<file path="src/rtl/trigger_queue_pkg.sv">
// Shared widths, default depth and slot payload type for the trigger readout queue.
// Optional build macro: TRIGGER_QUEUE_EVNUM_EN adds a 16-bit event number to each slot.
package trigger_queue_pkg;

  localparam int L4_W          = 4;
  localparam int INFO_W        = 32;
  localparam int DELAY_W       = 9;
  localparam int DROP_W        = 8;
  localparam int EVNUM_W       = 16;
  localparam int DEFAULT_DEPTH = 8;

  typedef struct packed {
    logic [L4_W-1:0]    l4;
    logic [INFO_W-1:0]  info;
`ifdef TRIGGER_QUEUE_EVNUM_EN
    logic [EVNUM_W-1:0] evnum;
`endif
  } slot_payload_t;

endpackage

</file>
<file path="src/rtl/trigger_queue_slot.sv">
// One queue slot: payload register plus a saturating hold-time countdown.
// The slot is ripe once its remaining count has reached zero.
// Optional build macro: TRIGGER_QUEUE_EVNUM_EN (payload width follows the package struct).
module trigger_queue_slot
  import trigger_queue_pkg::*;
(
  input  logic                 clk,
  input  logic                 rst_n,
  input  logic                 load,
  input  slot_payload_t        load_payload,
  input  logic [DELAY_W-1:0]   load_delay,
  output slot_payload_t        payload,
  output logic                 ripe
);

  logic [DELAY_W-1:0] remain;

  // Countdown: reload on write, otherwise step down once per cycle and hold at zero.
  always_ff @(posedge clk or negedge rst_n) begin
    if (!rst_n) begin
      remain <= '0;
    end else if (load) begin
      remain <= load_delay;
    end else if (remain != '0) begin
      remain <= remain - DELAY_W'(1);
    end
  end

  // Payload storage is pure data and only changes when the slot is written.
  always_ff @(posedge clk) begin
    if (load) begin
      payload <= load_payload;
    end
  end

  assign ripe = (remain == '0);

endmodule

</file>
<file path="src/rtl/trigger_readout_queue.sv">
// Trigger readout queue: holds each accepted trigger for its requested delay and
// presents entries in strict arrival order over a registered valid/ready handshake.
// A full queue drops new triggers, counting them instead of stalling the trigger path.
// Optional build macro: TRIGGER_QUEUE_EVNUM_EN adds rdout_evnum_o and an event counter.
module trigger_readout_queue
  import trigger_queue_pkg::*;
#(
  parameter int DEPTH = DEFAULT_DEPTH
) (
  input  logic                     fclk_i,
  input  logic                     rst_n_i,
  input  logic                     trig_i,
  input  logic [L4_W-1:0]          trig_l4_i,
  input  logic [DELAY_W-1:0]       trig_delay_i,
  input  logic [INFO_W-1:0]        trig_info_i,
  input  logic                     disable_i,
  output logic                     rdout_valid_o,
  input  logic                     rdout_ready_i,
  output logic [L4_W-1:0]          rdout_l4_o,
  output logic [INFO_W-1:0]        rdout_info_o,
  input  logic                     clr_ovf_i,
  output logic                     ovf_o,
  output logic [DROP_W-1:0]        drop_cnt_o,
  output logic [$clog2(DEPTH):0]   count_o
`ifdef TRIGGER_QUEUE_EVNUM_EN
  ,
  output logic [EVNUM_W-1:0]       rdout_evnum_o
`endif
);

  localparam int PTR_W = $clog2(DEPTH);
  localparam int CNT_W = PTR_W + 1;

  logic [PTR_W-1:0] head;
  logic [PTR_W-1:0] tail;
  logic [CNT_W-1:0] count;
  logic [PTR_W-1:0] head_next;
  logic [CNT_W-1:0] remain_cnt;
  logic             trig_ok;
  logic             push;
  logic             pop;
  logic             drop;
  logic             valid_next;
  logic [DEPTH-1:0] slot_load;
  logic [DEPTH-1:0] slot_ripe;
  slot_payload_t    slot_payload [DEPTH];
  slot_payload_t    wr_payload;

`ifdef TRIGGER_QUEUE_EVNUM_EN
  logic [EVNUM_W-1:0] evnum_cnt;
`endif

  // Handshake and queue control: a pop frees the head slot so a full queue can still accept.
  always_comb begin
    trig_ok    = trig_i & ~disable_i;
    pop        = rdout_valid_o & rdout_ready_i;
    push       = trig_ok & ((count != CNT_W'(DEPTH)) | pop);
    drop       = trig_ok & (count == CNT_W'(DEPTH)) & ~pop;
    head_next  = pop ? head + PTR_W'(1) : head;
    // Entries that were already resident and remain after this pop; a slot being
    // written this cycle must not be presented from its stale ripe state.
    remain_cnt = count - CNT_W'(pop);
    valid_next = (remain_cnt != '0) & slot_ripe[head_next];
    wr_payload.l4   = trig_l4_i;
    wr_payload.info = trig_info_i;
`ifdef TRIGGER_QUEUE_EVNUM_EN
    wr_payload.evnum = evnum_cnt;
`endif
  end

  generate
    for (genvar i = 0; i < DEPTH; i++) begin : g_slot
      assign slot_load[i] = push & (tail == PTR_W'(i));
      trigger_queue_slot u_slot (
        .clk          (fclk_i),
        .rst_n        (rst_n_i),
        .load         (slot_load[i]),
        .load_payload (wr_payload),
        .load_delay   (trig_delay_i),
        .payload      (slot_payload[i]),
        .ripe         (slot_ripe[i])
      );
    end
  endgenerate

  // Head/tail pointers wrap naturally because DEPTH is a power of two.
  always_ff @(posedge fclk_i or negedge rst_n_i) begin
    if (!rst_n_i) begin
      head  <= '0;
      tail  <= '0;
      count <= '0;
    end else begin
      if (push) tail <= tail + PTR_W'(1);
      if (pop)  head <= head + PTR_W'(1);
      count <= count + CNT_W'(push) - CNT_W'(pop);
    end
  end

  // Overflow tracking: a drop in the same cycle as a clear wins and restarts the count at 1.
  always_ff @(posedge fclk_i or negedge rst_n_i) begin
    if (!rst_n_i) begin
      ovf_o      <= 1'b0;
      drop_cnt_o <= '0;
    end else if (drop) begin
      ovf_o      <= 1'b1;
      if (clr_ovf_i)                drop_cnt_o <= DROP_W'(1);
      else if (drop_cnt_o != '1)    drop_cnt_o <= drop_cnt_o + DROP_W'(1);
    end else if (clr_ovf_i) begin
      ovf_o      <= 1'b0;
      drop_cnt_o <= '0;
    end
  end

  // Registered readout: looks past this cycle's pop so a ripe next head streams back-to-back.
  always_ff @(posedge fclk_i or negedge rst_n_i) begin
    if (!rst_n_i) begin
      rdout_valid_o <= 1'b0;
      rdout_l4_o    <= '0;
      rdout_info_o  <= '0;
`ifdef TRIGGER_QUEUE_EVNUM_EN
      rdout_evnum_o <= '0;
`endif
    end else begin
      rdout_valid_o <= valid_next;
      if (valid_next) begin
        rdout_l4_o    <= slot_payload[head_next].l4;
        rdout_info_o  <= slot_payload[head_next].info;
`ifdef TRIGGER_QUEUE_EVNUM_EN
        rdout_evnum_o <= slot_payload[head_next].evnum;
`endif
      end
    end
  end

`ifdef TRIGGER_QUEUE_EVNUM_EN
  // Event number advances on every accepted trigger, never on drops, and wraps at 16 bits.
  always_ff @(posedge fclk_i or negedge rst_n_i) begin
    if (!rst_n_i) begin
      evnum_cnt <= '0;
    end else if (push) begin
      evnum_cnt <= evnum_cnt + EVNUM_W'(1);
    end
  end
`endif

  assign count_o = count;

endmodule

</file>
<file path="config.mk">
export PLATFORM = sky130hd
export DESIGN_NAME = trigger_readout_queue
export DESIGN_NICKNAME = d
export VERILOG_FILES = /design/src/rtl/trigger_queue_pkg.sv /design/src/rtl/trigger_queue_slot.sv /design/src/rtl/trigger_readout_queue.sv
export SDC_FILE = /design/constraint.sdc
export NUM_CORES = 1
export LEC_CHECK = 0
export CAP_MARGIN = 0
export CORE_MARGIN = 2
export CORE_UTILIZATION = 35
export DETAILED_ROUTE_END_ITERATION = 8
export SYNTH_ARGS = -nofsm -noshare
export SYNTH_HDL_FRONTEND = slang
export SYNTH_SLANG_ARGS = --single-unit
</file>
<file path="constraint.sdc">
create_clock -name fclk_i -period 4.8 [get_ports fclk_i]
set_input_delay 0.96 -clock fclk_i [delete_from_list [all_inputs] [get_ports fclk_i]]
set_output_delay 0.96 -clock fclk_i [all_outputs]
set_load 0.005 [all_outputs]
</file>
==> run_results.csv <==
group,metric,value,unit
clocking,cts_buffers,45,
timing,rsz0062_at_grt,"no",
timing,holdWs,0.4982,ns
layout,final_core_util,42.26,%
worst_setup_path,reg2reg_slack,1.51,ns
timing,worst_pin_slew,0.9878,ns
route,drt-initial-drc-count,522,
yosys,synth_compound_area_share,4.090,%
grt,grt_max_degree,93,
grt,met3_usage,2.957,%
timing,fin_skew,0.01884,ns
worst_setup_path,worst_setup_path_start_kind,"input port",
yosys,synth.area.mux_share,15.43,%
grt,grt.total_usage,14.88,%
worst_setup_path,cp_cell_sequence,"clkdlybuf4s50_1 > nand2_1 > xor2_4 > buf_12 > buf_4 > mux2i_1 > mux4_2 > mux2i_1",
clocking,postCtsSetupBuffers,0,
timing,hold_violations,0,
yosys,netlist-cell-type-count,58,
route,viasPerCell,4.850,
route,ant_nets,0,
place,gp_congestion,0.7424,
layout,n_antenna_cell,0,
grt,grt_busiest_layer,"met2",
worst_setup_path,worst-path-max-fanout,72,
timing,slew_viol_final,0,
yosys,synth-edff-count,288,
clocking,cts_hold_buf,0,
power,powerDensity,536.0,nW/um2
worst_hold_path,min_path_type,"in2async",
yosys,synth_common_cells,"edfxtp_1, mux2i_1, dfrtp_1",
route,wl_per_cell,19.15,um
place,dp_hpwl,22.06,mm
yosys,syn_nets,1238,
yosys,ys_top_cells_by_area,"edfxtp_1, dfrtp_1, mux2i_1, mux4_2, inv_1",
grt,antenna_found_initial,2,
layout,syn2layout_area_growth,19.84,%
clocking,clk_path_buf_depth,3,
layout,drive_gt1_share,11.98,%
clocking,clk_latency,0.57,ns
yosys,synth_most_common_cell,"edfxtp_1",
yosys,yosys.area_share.simple,5.964,%
yosys,synth-seq-cells,416,
worst_setup_path,critPathArrivalTime,3.77,ns
yosys,synth-seq-area-share,67.25,%
power,leakage,8.470,nW
yosys,synthAdderAreaFrac,1.676,%
grt,use_met2,24.74,%
timing,fin_crit,3.291,ns
die,io_pins,101,
clocking,h-tree-depth,2,
clocking,cts_tree,"yes",
route,route.detailed.drc,0,
yosys,syn-cell-area,17620,um2
die,std_cell_rows,82,
worst_setup_path,path_buf_inv,3,
route,vias,9656,
die,core_area,49970,um2
worst_setup_path,crit_top_cell,"mux2i_1",
worst_setup_path,endpoint_kind,"flop",
route,drt-total-wl,38.13,mm
yosys,synth_xor_area_share,2.386,%
timing,max-slew-margin-rel,33.54,%
grt,grt_pass1_vias,10050,
place,place_inst,1908,
worst_setup_path,worstPathRequired,5.28,ns
yosys,synth_top_cell_area_share,49.08,%
timing,finalSetupTns,0,ns
die,initial_utilization,35.27,%
die,die_w,228.4,um
power,irDropWorstVdd,0.0002913,V
worst_setup_path,cp_slowest_cell,"clkdlybuf4s50_1",
timing,period_share,68.57,%
yosys,syn_inst,1164,
clocking,path_clk_slew,0.06,ns
yosys,synth_top_family_by_area,"multiplexers",
grt,met1_usage,19.83,%
timing,max_freq,0.3038,GHz
worst_setup_path,crit_type,"in2reg",
clocking,cts_root_buf,"clkbuf_16",
yosys,syn_avg_cell_area,15.14,um2
worst_setup_path,path_delay_family,"buffers and inverters",
yosys,yosysTopAreaCell,"edfxtp_1",
run,max_cap_violations,0,
route,drtPass1Iterations,4,
grt,grt_first_pass_wirelength,60.02,mm
worst_setup_path,critPathMaxStageDelay,0.52,ns
clocking,cts-resized-gates,0,
yosys,synthArstFlopShare,30.77,%
layout,layoutNonFillerInstCount,1991,
yosys,dominantRegCellSynth,"edfxtp_1",
layout,nets,1357,
yosys,ys_warn_count,0,
die,die_area,52160,um2
grt,grt.overflow.total,0,
clocking,cts.sinks,416,
status,status,"finished clean",
die,die_h,228.4,um
place,portBuffers,100,
timing,setup-violations-final,0,
-- worst paths after layout --
check / endpoint / from / cells past startpoint
max reg2reg: rdout_info_o[24] / g_slot[2].u_slot.remain[0] / 8
min: rdout_info_o[8] / rst_n_i / 1
min reg2reg: rdout_info_o[19] / rdout_info_o[19] / 2
max: rdout_info_o[23] / rdout_ready_i / 8
min in group fclk_i: rdout_info_o[19] / rdout_info_o[19] / 2
max in group asynchronous: rdout_info_o[3] / rst_n_i / 2
-- cell families (layout without fill, tap and decap cells) --
family,count (synthesis),in the layout
AOI/OAI and AO/OA,123,123
xor gates and xnor gates,48,48
adders and majority gates,23,23
buffers and inverters,128,283
DFF,416,416
muxes,226,226
and+or+nand+nor,200,200
-- state kept, by name, indices dropped and copies added (netlist names) --
| signal | count |
|---|---|
| g_slot.u_slot.payload | 288 |
| g_slot.u_slot.remain | 72 |
| rdout_info_o | 32 |
| drop_cnt_o | 8 |
| count_o | 4 |
| rdout_l4_o | 4 |
| head | 3 |
| tail | 3 |
| ovf_o | 1 |
| rdout_valid_o | 1 |
-- layout make-up --
class,count,area (um2)
Tap cell,672,840.8
Multi-Input combinational cell,620,5256
Timing Repair Buffer,121,1297
Inverter,79,296.5
Clock inverter,27,366.6
Sequential cell,416,11850
Fill cell,4465,28850
Clock buffer,56,1209
-- per-layer routing --
layer,up-vias,share of wire (%)
met5,-,0.071
met4,4,2.1
met3,63,4.1
met2,142,49
met1,4880,45
li1,4567,-
-- through the flow --
step	cell area, um2	setup WS, ns	power, mW
detailed placement	19540	0.9206	7.748
CTS	21120	1.481	11.46
global route	21120	1.316	11.96
global placement	19540	1.009	7.657
finish	21120	1.509	11.32
floorplan	17620	1.179	6.801
-- report_power, final --
group | internal, mW | switching (mW) | leakage [nW] | total (mW)
Clock | 2.27 | 1.40 | 0.782 | 3.67
Combinational | 1.37 | 1.32 | 3.65 | 2.69
Sequential | 4.51 | 0.439 | 4.04 | 4.95
-- cells in the final DEF (no fill, tap or decap), drive strengths merged, types with 3 or more instances in the layout --
master           n
edfxtp         288
mux2i          185
dfrtp          128
clkdlybuf4s50   99
inv             79
nand2           60
o21ai           56
clkbuf          56
nor2            51
mux4            36
xnor2           30
a21oi           29
ha              22
buf             22
xor2            18
clkinv          18
nor3            14
nor4            12
nand3           11
or4             11
nand2b           9
bufinv           9
o31ai            8
or3              6
o21a             6
nand4            5
o211ai           5
a211oi           5
and3             5
mux2             5
or2              4
o311ai           4
a31oi            3
nor2b            3
Power figures use the tool's default switching activity.
==> patch (config.mk and constraints unchanged) <==
The package constant `DELAY_W` goes from 9 to 18.
--- a/src/rtl/trigger_queue_pkg.sv
+++ b/src/rtl/trigger_queue_pkg.sv
@@ -6,3 +6,3 @@
   localparam int INFO_W        = 32;
-  localparam int DELAY_W       = 9;
+  localparam int DELAY_W       = 18;
   localparam int DROP_W        = 8;
Interface: changed (resized trig_delay_i); port bits go from 101 to 110. No check against the original RTL was run, so the function may have changed too.
==> patch against the original RTL <==
  * Synthesized cell count increased by 44%
  * Synthesized area increased by 24%
  * First-iteration DRC count increased by 73%
  * Setup slack got worse by 130 ps
  * Routed wire length increased by 39%
  * Cell area increased by 22%
  * Sequential cell count increased by 72
  * Highest routed layer unchanged
Power is not compared: it rests on default switching activity, and its combinational part moved more than twofold at a synthesized area within 25%.
==> patch: results (changes against the original RTL) <==
| Metric | Value |
|---|---|
| Run status | completed (unchanged) |
| Initial antenna violation count | 1 (was 2) |
| Synth Area in Adders | 1.405% (was 1.676%) |
| 1st-iter DRT viols | 901 (was 522) |
| Worst slack, placed | 804.3 ps (was 920.6 ps) |
| Number of global-route vias before repair | 14120 (was 10048) |
| Compound-Gate Fraction of Synth Area | 8.036% (was 4.090%) |
| Cell variety after synth | 73 (was 58) |
| First-pass DRT Iterations | 4 (unchanged) |
| Clock sink count | 488 (was 416) |
| Fin nets | 1870 (was 1357) |
| Clock slew seen by the registers of the worst setup and hold paths | 60 ps (about the same) |
| Number of port buffers | 109 (was 100) |
| Post-DP HPWL | 31260 um (was 22060 um) |
| Filler cells | 5689 (was 4465) |
| Post-synthesis sequential area ratio | 62.32% (was 67.25%) |
| Syn_nets | 1765 (was 1238) |
| Routed len/inst | 19.86 um (was 19.15 um) |
| Worst Tran Pin Value | 1110 ps (was 987.8 ps) |
| Worst hold path type | input pin to asynchronous set/reset pin (unchanged) |
| Largest net degree at the start of global routing | 109 (was 93) |
| Post-synth EDFFs | 288 (unchanged) |
| Syn_area_per_cell | 13.03 um2 (was 15.14 um2) |
| Routed Antenna Nets | 0 (unchanged) |
| Worst Skew | 31.33 ps (was 18.84 ps) |
| Layout cell share with drive strength beyond 1 | 13.27% (was 11.98%) |
| ANT cells | 0 (unchanged) |
| H-Tree Level Count | 2 (unchanged) |
| Arrival time worst endpoint | 3920 ps (was 3770 ps) |
| Syn. warnings | 0 (unchanged) |
| TritonCTS Buffers | 54 (was 45) |
| Root Buffer | clkbuf_16 (unchanged) |
| Overall Global Routing Usage | 16.67% (was 14.88%) |
| CP Max Fanout | 31 (was 72) |
| FFs w/ async S/R, synth | 40.98% (was 30.77%) |
| Commonest cells in the netlist | edfxtp_1, nand2_1, dfrtp_1 (was edfxtp_1, mux2i_1, dfrtp_1) |
| Clock buffer depth | 3 (unchanged) |
| First-pass GRT wire length | 82110 um (was 60020 um) |
| VDD IR max | ~0.00067 V |
| Synth Area in XOR/XNOR | 4.877% (was 2.386%) |
| Gpl congestion | 0.7974 (was 0.7424) |
| Dpl cells | 2567 (was 1908) |
| Skew-Pair Late Insertion Delay | 630 ps (was 570 ps) |
| Resize count post-CTS | 0 (unchanged) |
| Synth area leaders | edfxtp_1, dfrtp_1, mux2i_1, nand2_1, xnor2_1 (was edfxtp_1, dfrtp_1, mux2i_1, mux4_2, inv_1) |
| Via density | 5.122 (was 4.850) |
| P_leak | between 0.009 and 0.01 uW |
| Post-CTS Setup Bufs | 0 (unchanged) |
| WL final | 53000 um (was 38130 um) |
| Post-synthesis mux area share | 9.801% (was 15.43%) |
| DP Area | 0.02394 mm2 (was 0.01954 mm2) |
| Top flop regs | g_slot.u_slot.payload x288, g_slot.u_slot.remain x144, rdout_info_o x32 (was g_slot.u_slot.payload x288, g_slot.u_slot.remain x72, rdout_info_o x32) |
## patch: metrics by stage
step | power (uW) | hold slack, ps | util, %
final | 16100 | 472.2 | 41.76
after global routing | 17060 | 533.7 | 41.76
after CTS | 16260 | 503.6 | 41.76
after detailed placement | 11890 | 497.1 | 38.72
after global placement | 11710 | 489.5 | 38.72
after floorplan | 10190 | 497.9 | -
## patch: worst paths after layout
path | startpoint | to | slack [ps] | cells after the start
max | g_slot[0].u_slot.remain[0]$_DFFE_PN0P_ | rdout_info_o[1]$_DFFE_PN0P_ | 1370 | 9
min | rst_n_i | rdout_info_o[19]$_DFFE_PN0P_ | 470 | 1
max reg2reg | g_slot[0].u_slot.remain[0]$_DFFE_PN0P_ | rdout_info_o[1]$_DFFE_PN0P_ | 1370 | 9
min reg2reg | rdout_info_o[18]$_DFFE_PN0P_ | rdout_info_o[18]$_DFFE_PN0P_ | 510 | 1
max in group asynchronous | rst_n_i | g_slot[7].u_slot.remain[12]$_DFFE_PN0P_ | 3270 | 2
min in group fclk_i | rdout_info_o[18]$_DFFE_PN0P_ | rdout_info_o[18]$_DFFE_PN0P_ | 510 | 1
## patch: cell families (layout without fill, tap and decap cells)
logic type	count (synthesis)	after routing
buffers and inverters	128	278
AND/OR/NAND/NOR	489	489
adder cells (fa/ha/maj)	24	24
XOR/XNOR	122	122
flip-flops	488	488
multiplexers	160	160
AO/OA/AOI/OAI	270	270
## patch: layout make-up
class                   instances  area (um2)  area share (%)
well taps                     837        1047           4.056
clock inverters                35       441.7           1.711
multi-input cells            1065        7666           29.69
inverters                      45       168.9          0.6542
flip-flops and latches        488       13650           52.88
repair buffers                132        1405           5.442
clock buffers                  66        1436           5.563
## patch: worst max-delay path: stages (launching register included)
cell and delay [ps]:
dfrtp_1 380, inv_1 90, ha_1 210, or4b_2 660, nand2b_1 380, nor4_1 540, o31a_2 220, nand3_2 260
buf_12 300, a22o_1 250
## patch: power by group
| group | switching [uW] | leakage, uW | internal (uW) | total [uW] |
|---|---|---|---|---|
| combinational | 2790 | 0.00337 | 2650 | 5440 |
| clock | 1780 | 0.000905 | 2540 | 4310 |
| sequential | 878 | 0.00503 | 5470 | 6350 |
## patch: per-layer routing
metal / track usage [%] / up-vias / share of wire (%)
li1: - / 6391 / -
met1: 22.48 / 6840 / 45
met2: 27.57 / 330 / 47
met3: 2.592 / 102 / 4.4
met4: 5.496 / 2 / 2.7
met5: 0 / - / 0.015
